[config.mk]
export PLATFORM = sky130hd
export DESIGN_NAME = mem_access_scheduler
export DESIGN_NICKNAME = d
export VERILOG_FILES = /design/src/rtl/mem_sched_pkg.sv /design/src/rtl/rr_arbiter.sv /design/src/rtl/mem_access_scheduler.sv
export SDC_FILE = /design/constraint.sdc
export NUM_CORES = 1
export LEC_CHECK = 0
export CELL_PAD_IN_SITES_DETAIL_PLACEMENT = 1
export CELL_PAD_IN_SITES_GLOBAL_PLACEMENT = 1
export CORE_AREA = 5 5 125 127
export CTS_CLUSTER_DIAMETER = 40
export DETAILED_ROUTE_END_ITERATION = 8
export DIE_AREA = 0 0 130 132
export PLACE_DENSITY = 0.82
export SETUP_SLACK_MARGIN = 0.02
export SKIP_LAST_GASP = 1
export SYNTH_ARGS = -nofsm -noshare
export SYNTH_HDL_FRONTEND = slang
export SYNTH_SLANG_ARGS = --single-unit
[constraint.sdc]
create_clock -name clk -period 3.15 [get_ports clk]
set_input_delay 0.315 -clock clk [delete_from_list [all_inputs] [get_ports clk]]
set_output_delay 0.315 -clock clk [all_outputs]
set_load 0.01 [all_outputs]
[src/rtl/mem_sched_pkg.sv]
// Purpose : shared types and default sizes for the memory access scheduler.
// Latency : n/a (types and constants only).
// Backpr. : n/a.
// Contents: sched_state_t FSM encoding, data_t default data word, default sizes.
package mem_sched_pkg;

  localparam int NUM_PROC_DEF  = 4;
  localparam int DATA_SIZE_DEF = 2;   // bytes per block
  localparam int ADDR_W_DEF    = 13;  // 16 KiB / 2-byte blocks
  localparam int LATENCY_DEF   = 10;  // mem_req to valid mem_rdata

  typedef logic [DATA_SIZE_DEF*8-1:0] data_t;

  typedef enum logic [1:0] {
    IDLE  = 2'd0,
    ISSUE = 2'd1,
    WAIT  = 2'd2,
    RESP  = 2'd3
  } sched_state_t;

endpackage

[src/rtl/rr_arbiter.sv]
// Purpose : round-robin pick of the first pending requester at or above rr_ptr, wrapping.
// Latency : purely combinational, grant valid in the same cycle as req.
// Backpr. : none; the caller decides whether the grant is consumed.
// Ports   : req (pending vector), rr_ptr (search start) -> grant (one-hot),
//           winner (binary index of grant), any_valid (some req bit set).
module rr_arbiter #(
  parameter int NUM_PROCESSORS = 4,
  localparam int PW = $clog2(NUM_PROCESSORS)
) (
  input  logic [NUM_PROCESSORS-1:0] req,
  input  logic [PW-1:0]             rr_ptr,
  output logic [NUM_PROCESSORS-1:0] grant,
  output logic [PW-1:0]             winner,
  output logic                      any_valid
);

  logic [PW-1:0] idx;
  logic          found;

  // Walk NUM_PROCESSORS positions starting at rr_ptr; the wrap is an explicit
  // compare so a non-power-of-two requester count never visits a hole.
  always_comb begin
    grant  = '0;
    winner = '0;
    found  = 1'b0;
    idx    = rr_ptr;
    for (int i = 0; i < NUM_PROCESSORS; i++) begin
      if (!found && req[idx]) begin
        found      = 1'b1;
        grant[idx] = 1'b1;
        winner     = idx;
      end
      if (idx == PW'(NUM_PROCESSORS - 1)) idx = '0;
      else                                idx = idx + 1'b1;
    end
  end

  assign any_valid = |req;

endmodule

[src/rtl/mem_access_scheduler.sv]
// Purpose : round-robin sharing of one fixed-latency single-port memory among requesters.
// Latency : accept T, mem_req T+1, resp_valid T+2+LATENCY, next accept >= T+3+LATENCY.
// Backpr. : one op in flight; req_ready held low outside IDLE, requesters hold req_valid.
// Ports   : req_* per-requester request (packed, requester i at slice i), req_ready/resp_valid
//           one-hot pulses, resp_data read data (0 for writes), mem_* memory master side,
//           busy high outside IDLE. Optional MEM_SCHED_LOCK_EN: req_lock keeps ownership
//           for one further op; without it req_lock is ignored.
module mem_access_scheduler
  import mem_sched_pkg::*;
#(
  parameter int NUM_PROCESSORS = NUM_PROC_DEF,
  parameter int DATA_SIZE      = DATA_SIZE_DEF,
  parameter int ADDR_W         = ADDR_W_DEF,
  parameter int LATENCY        = LATENCY_DEF
) (
  input  logic                                clk,
  input  logic                                reset,
  input  logic [NUM_PROCESSORS-1:0]           req_valid,
  input  logic [NUM_PROCESSORS-1:0]           req_we,
  input  logic [NUM_PROCESSORS-1:0]           req_lock,
  input  logic [NUM_PROCESSORS*ADDR_W-1:0]    req_addr,
  input  logic [NUM_PROCESSORS*DATA_SIZE*8-1:0] req_wdata,
  output logic [NUM_PROCESSORS-1:0]           req_ready,
  output logic [NUM_PROCESSORS-1:0]           resp_valid,
  output logic [DATA_SIZE*8-1:0]              resp_data,
  output logic                                mem_req,
  output logic                                mem_we,
  output logic [ADDR_W-1:0]                   mem_addr,
  output logic [DATA_SIZE*8-1:0]              mem_wdata,
  input  logic [DATA_SIZE*8-1:0]              mem_rdata,
  output logic                                busy
);

  localparam int DW = DATA_SIZE * 8;
  localparam int PW = $clog2(NUM_PROCESSORS);
  localparam int CW = $clog2(LATENCY + 1);

  sched_state_t state, state_nxt;

  logic [PW-1:0]     rr_ptr;
  logic [CW-1:0]     cnt;
  logic [PW-1:0]     win_q;
  logic              we_q;
  logic [ADDR_W-1:0] addr_q;
  logic [DW-1:0]     wdata_q;
  logic [DW-1:0]     resp_data_q;

  logic [NUM_PROCESSORS-1:0] grant;
  logic [PW-1:0]             win_idx;
  logic                      any_valid;

  logic [ADDR_W-1:0] addr_arr  [NUM_PROCESSORS];
  logic [DW-1:0]     wdata_arr [NUM_PROCESSORS];

  for (genvar g = 0; g < NUM_PROCESSORS; g++) begin : g_unpack
    assign addr_arr[g]  = req_addr[g*ADDR_W +: ADDR_W];
    assign wdata_arr[g] = req_wdata[g*DW +: DW];
  end

  rr_arbiter #(
    .NUM_PROCESSORS(NUM_PROCESSORS)
  ) u_arb (
    .req       (req_valid),
    .rr_ptr    (rr_ptr),
    .grant     (grant),
    .winner    (win_idx),
    .any_valid (any_valid)
  );

  // Pointer after a normal (unlocked) completion: one past the last winner.
  logic [PW-1:0] rr_next;
  assign rr_next = (win_q == PW'(NUM_PROCESSORS - 1)) ? '0 : win_q + 1'b1;

`ifdef MEM_SCHED_LOCK_EN
  logic lock_q;
`else
  logic unused_lock;
  assign unused_lock = ^req_lock;
`endif

  always_ff @(posedge clk) begin
    if (reset) state <= IDLE;
    else       state <= state_nxt;
  end

  always_comb begin
    state_nxt  = state;
    req_ready  = '0;
    resp_valid = '0;
    case (state)
      IDLE: begin
        if (any_valid) begin
          req_ready = grant;
          state_nxt = ISSUE;
        end
      end
      ISSUE: state_nxt = WAIT;
      WAIT: begin
        if (cnt == '0) state_nxt = RESP;
      end
      RESP: begin
        resp_valid[win_q] = 1'b1;
        state_nxt         = IDLE;
      end
      default: state_nxt = IDLE;
    endcase
    // No handshake may complete while reset is asserted.
    if (reset) begin
      req_ready  = '0;
      resp_valid = '0;
    end
  end

  always_ff @(posedge clk) begin
    if (reset) begin
      rr_ptr      <= '0;
      cnt         <= '0;
      win_q       <= '0;
      we_q        <= 1'b0;
      addr_q      <= '0;
      wdata_q     <= '0;
      resp_data_q <= '0;
`ifdef MEM_SCHED_LOCK_EN
      lock_q      <= 1'b0;
`endif
    end else begin
      case (state)
        IDLE: begin
          if (any_valid) begin
            win_q   <= win_idx;
            we_q    <= req_we[win_idx];
            addr_q  <= addr_arr[win_idx];
            wdata_q <= wdata_arr[win_idx];
`ifdef MEM_SCHED_LOCK_EN
            lock_q  <= req_lock[win_idx];
`endif
          end
        end
        ISSUE: cnt <= CW'(LATENCY - 1);
        WAIT: begin
          if (cnt == '0) resp_data_q <= we_q ? '0 : mem_rdata;
          else           cnt         <= cnt - 1'b1;
        end
        RESP: begin
`ifdef MEM_SCHED_LOCK_EN
          // A locked op parks the pointer on its owner for exactly one more arbitration.
          rr_ptr <= lock_q ? win_q : rr_next;
`else
          rr_ptr <= rr_next;
`endif
        end
        default: ;
      endcase
    end
  end

  assign mem_req   = (state == ISSUE);
  assign mem_we    = we_q;
  assign mem_addr  = addr_q;
  assign mem_wdata = wdata_q;
  assign resp_data = resp_data_q;
  assign busy      = (state != IDLE);

endmodule

==> results.sh <==
export IMPL_cp_slowest_cell="dfxtp_4"
export IMPL_placed_cell_area_um2=6150
export IMPL_synthesis_area_um2=3950
export IMPL_worstSkewPairLatency_ps=290
export IMPL_first_pass_iters=4
export IMPL_worst_setup_hold_path_clk_slew_ps=70
export IMPL_status="finished clean"
export IMPL_rsz0062_at_grt="false"
export IMPL_cts_made_buffers=5
export IMPL_r2r_cells=12
export IMPL_cts_tree="yes"
export IMPL_vias=4772
export IMPL_synthesis_instances=497
export IMPL_htree_num_levels=2
export IMPL_drv_slew=0
export IMPL_finalWeightedCongestion=0.852
export IMPL_timing_rr_end="mem_addr[12]"
export IMPL_antenna_cells_inserted=0
export IMPL_yosys_warnings=0
export IMPL_critical_path_peak_fanout=5
export IMPL_ys_async_sr_fraction_pct=0
export IMPL_floorplan_die_width_um=130
export IMPL_avg_synthesized_cell_area_um2=7.96
export IMPL_grt_util_all_layers_pct=19.2
export IMPL_antenna_found_initial=1
export IMPL_drt_wl_total_um=17000
export IMPL_multi_input_comb_area_um2=2530
export IMPL_antenna_left=0
export IMPL_post_route_period_util_pct=95.3
export IMPL_gr_total_overflow=0
export IMPL_worstPathCellList="inv_1 -> ha_4 -> mux2_2 -> a211o_1 -> a211oi_4 -> buf_4 -> buf_4 -> a22oi_1 -> o21ai_0 -> and2_1 -> clkdlybuf4s15_1"
export IMPL_synthesis_nets=660
export IMPL_floorplan_rows=44
export IMPL_wire_per_inst_um=19.7
export IMPL_tns_ps=0
export IMPL_cts_root_buf="clkbuf_16"
export IMPL_start_util_pct=27.6
export IMPL_chipHeight_um=132
export IMPL_synth_edff_count=0
export IMPL_die_area_um2=17200
export IMPL_detailedRoute_firstIterationViolations=210
export IMPL_ys_seq_elements=56
export IMPL_final_area_um2=6390
export IMPL_areaGrowthSynthToFinish_pct=61.6
export IMPL_final_seq_area_um2=1130
export IMPL_leakage_nw=2.30
export IMPL_power_density_cell_area_nw_per_um2=679
export IMPL_numPortBuffers=197
export IMPL_worst_setup_path_type="reg2out"
export IMPL_boundaryPins=202
export IMPL_timing_final_crit_period_ps=3000
export IMPL_proportion_of_layout_cells_with_a_drive_suffix_above_1_pct=9.87
export IMPL_fillCellCount=1697
export IMPL_layout_cells_most_common="clkdlybuf4s50_1"
export IMPL_wire_length_of_the_first_global_routing_pass_um=27100
export IMPL_ctsLongestPathBuffers=2
export IMPL_number_of_global_route_vias_before_repair=5349
export IMPL_worst_ir_drop_vdd_v=0.000209
export IMPL_synth_seq_area_share_pct=28.4
export IMPL_core_area_um2=14300
export IMPL_fmax_ghz=0.333
export IMPL_vias_per_cell=5.53
export IMPL_cts_sinks=56
export IMPL_finish_cell_count_without_fillers=863
export IMPL_worst_hold_path_type="reg2reg"
export IMPL_startpoint="rr_ptr[1]"
export IMPL_fin_skew_ps=4.51
export IMPL_cpMostUsedCell="buf_4"
export IMPL_ys_flop_type="dfxtp_1"
export IMPL_cp_start_kind="flop"
export IMPL_finalNetCount=841
export IMPL_type_of_destination_of_the_critical_path="output pin"
export IMPL_arrival_ps=2690
export IMPL_timing_hold_violations_final=0
export IMPL_place_detailed_instances=850
export IMPL_tightestPinTransition_ps=1070
export IMPL_worst_path_largest_cell_delay_ps=380
export IMPL_final_setup_viol_count=0
export IMPL_cts_hold_buf=0
export IMPL_timing_reg2reg_setup_slack_ps=210
export IMPL_drc=0
export IMPL_grt_start_max_net_pins=35
export IMPL_netlist_cell_type_count=49
export IMPL_commonest_cells_after_routing_fill_and_taps_aside="clkdlybuf4s50_1, nand3_1, dfxtp_1, o21ai_0, o211ai_1"
export IMPL_reg_to_reg_critical_path_startpoint="rr_ptr[1]"
export IMPL_dp_hpwl_um=12900
export IMPL_max_cap_violations=0
export IMPL_crit_path_end="req_ready[0]"
export IMPL_max_slew_margin_pct=28.7
export IMPL_worstPathRequired_ps=2830
per-layer routing:
layer	share of wire [%]	track usage (%)	up-vias	wire length (µm)
met5	0.041	0	-	7
met4	1.5	4.04	2	260
met3	8.0	5.47	18	1370
met2	52	35.6	169	8780
met1	39	21.5	2316	6570
li1	-	-	2267	-
area by class of cell:
class                      count  share of cell area (%)
tap                          184                    3.60
multi-input combinational    372                    39.7
clock inverter                 3                   0.666
sequential                    56                    17.7
timing repair buffer         233                    35.9
clock buffer                   5                    1.96
inverter                      10                   0.587
sequential cells by signal, summed over array words and instances, names as in the netlist:
| name | count |
|---|---|
| resp_data | 16 |
| mem_addr | 13 |
| mem_wdata | 16 |
| rr_ptr | 2 |
| state | 2 |
| win_q | 2 |
| mem_we | 1 |
| cnt | 4 |
cell families (layout without fill, tap and decap cells):
kind of cell,Yosys count,after routing,synth area share (%)
adder cells (fa/ha/maj),17,17,5.38
AND/OR/NAND/NOR,172,172,24.2
buffers and inverters,69,251,9.02
flip-flops,56,56,28.4
XOR/XNOR,1,1,0.222
AO/OA/AOI/OAI,175,175,30.4
multiplexers,7,7,2.44
per-stage QoR:
step	setup WS (ps)	hold WS [ps]	power (mW)	utilization [%]
final	149	461	4.34	44.7
after floorplan	361	467	2.54	-
after global routing	20.0	485	4.66	44.7
after detailed placement	12.4	455	3.71	42.9
after global placement	100	438	3.59	42.9
after CTS	17.3	466	4.37	44.4
worst min path at each step:
stage	start	to	slack (ps)	cells past startpoint
after floorplan	cnt[2]	cnt[2]	470	2
after global placement	resp_data[9]	resp_data[9]	440	2
after detailed placement	resp_data[1]	resp_data[1]	460	2
after CTS	resp_data[1]	resp_data[1]	470	2
after global routing	mem_wdata[2]	mem_wdata[2]	480	1
final	resp_data[7]	resp_data[7]	460	2
what timing repair did:
item / CTS / global route
pin swaps: 2 / 2
buffers inserted: 5 / 0
resized for setup: 7 / 9
endpoints found under the setup margin: 4 / 19
worst max-delay path: cells and delay by family (launching register included):
| family | cells | cell delay, ps |
|---|---|---|
| simple gates | 1 | 140 |
| mux | 1 | 320 |
| compound gates | 4 | 690 |
| buf+inv | 4 | 580 |
| fa+ha+maj | 1 | 280 |
| flops | 1 | 380 |
Yosys cell counts, types with 3 or more instances:
master | count | area share, %
nand3_1 | 61 | 7.7
dfxtp_1 | 56 | 28
o21ai_0 | 35 | 4.4
o211ai_1 | 32 | 6.1
o21ai_1 | 32 | 4.1
a32o_1 | 30 | 7.6
nand4_1 | 30 | 4.7
buf_2 | 27 | 3.4
a21oi_1 | 21 | 2.7
clkbuf_1 | 21 | 2.0
nand2_1 | 20 | 1.9
nand3b_1 | 18 | 3.4
ha_1 | 17 | 5.4
nor2_1 | 16 | 1.5
inv_1 | 10 | 0.95
a22oi_1 | 8 | 1.5
and2_1 | 8 | 1.3
buf_6 | 8 | 2.3
mux2i_1 | 4 | 1.0
a311oi_1 | 3 | 0.66
nand2b_1 | 3 | 0.47
nand3_2 | 3 | 0.76
o21a_1 | 3 | 0.57
where the power goes:
group | switching, mW | internal [mW]
clock network | 0.263 | 0.374
logic | 1.29 | 1.26
registers | 0.179 | 0.973
total | 1.73 | 2.61
No activity file was read; power rests on OpenSTA's default activity.
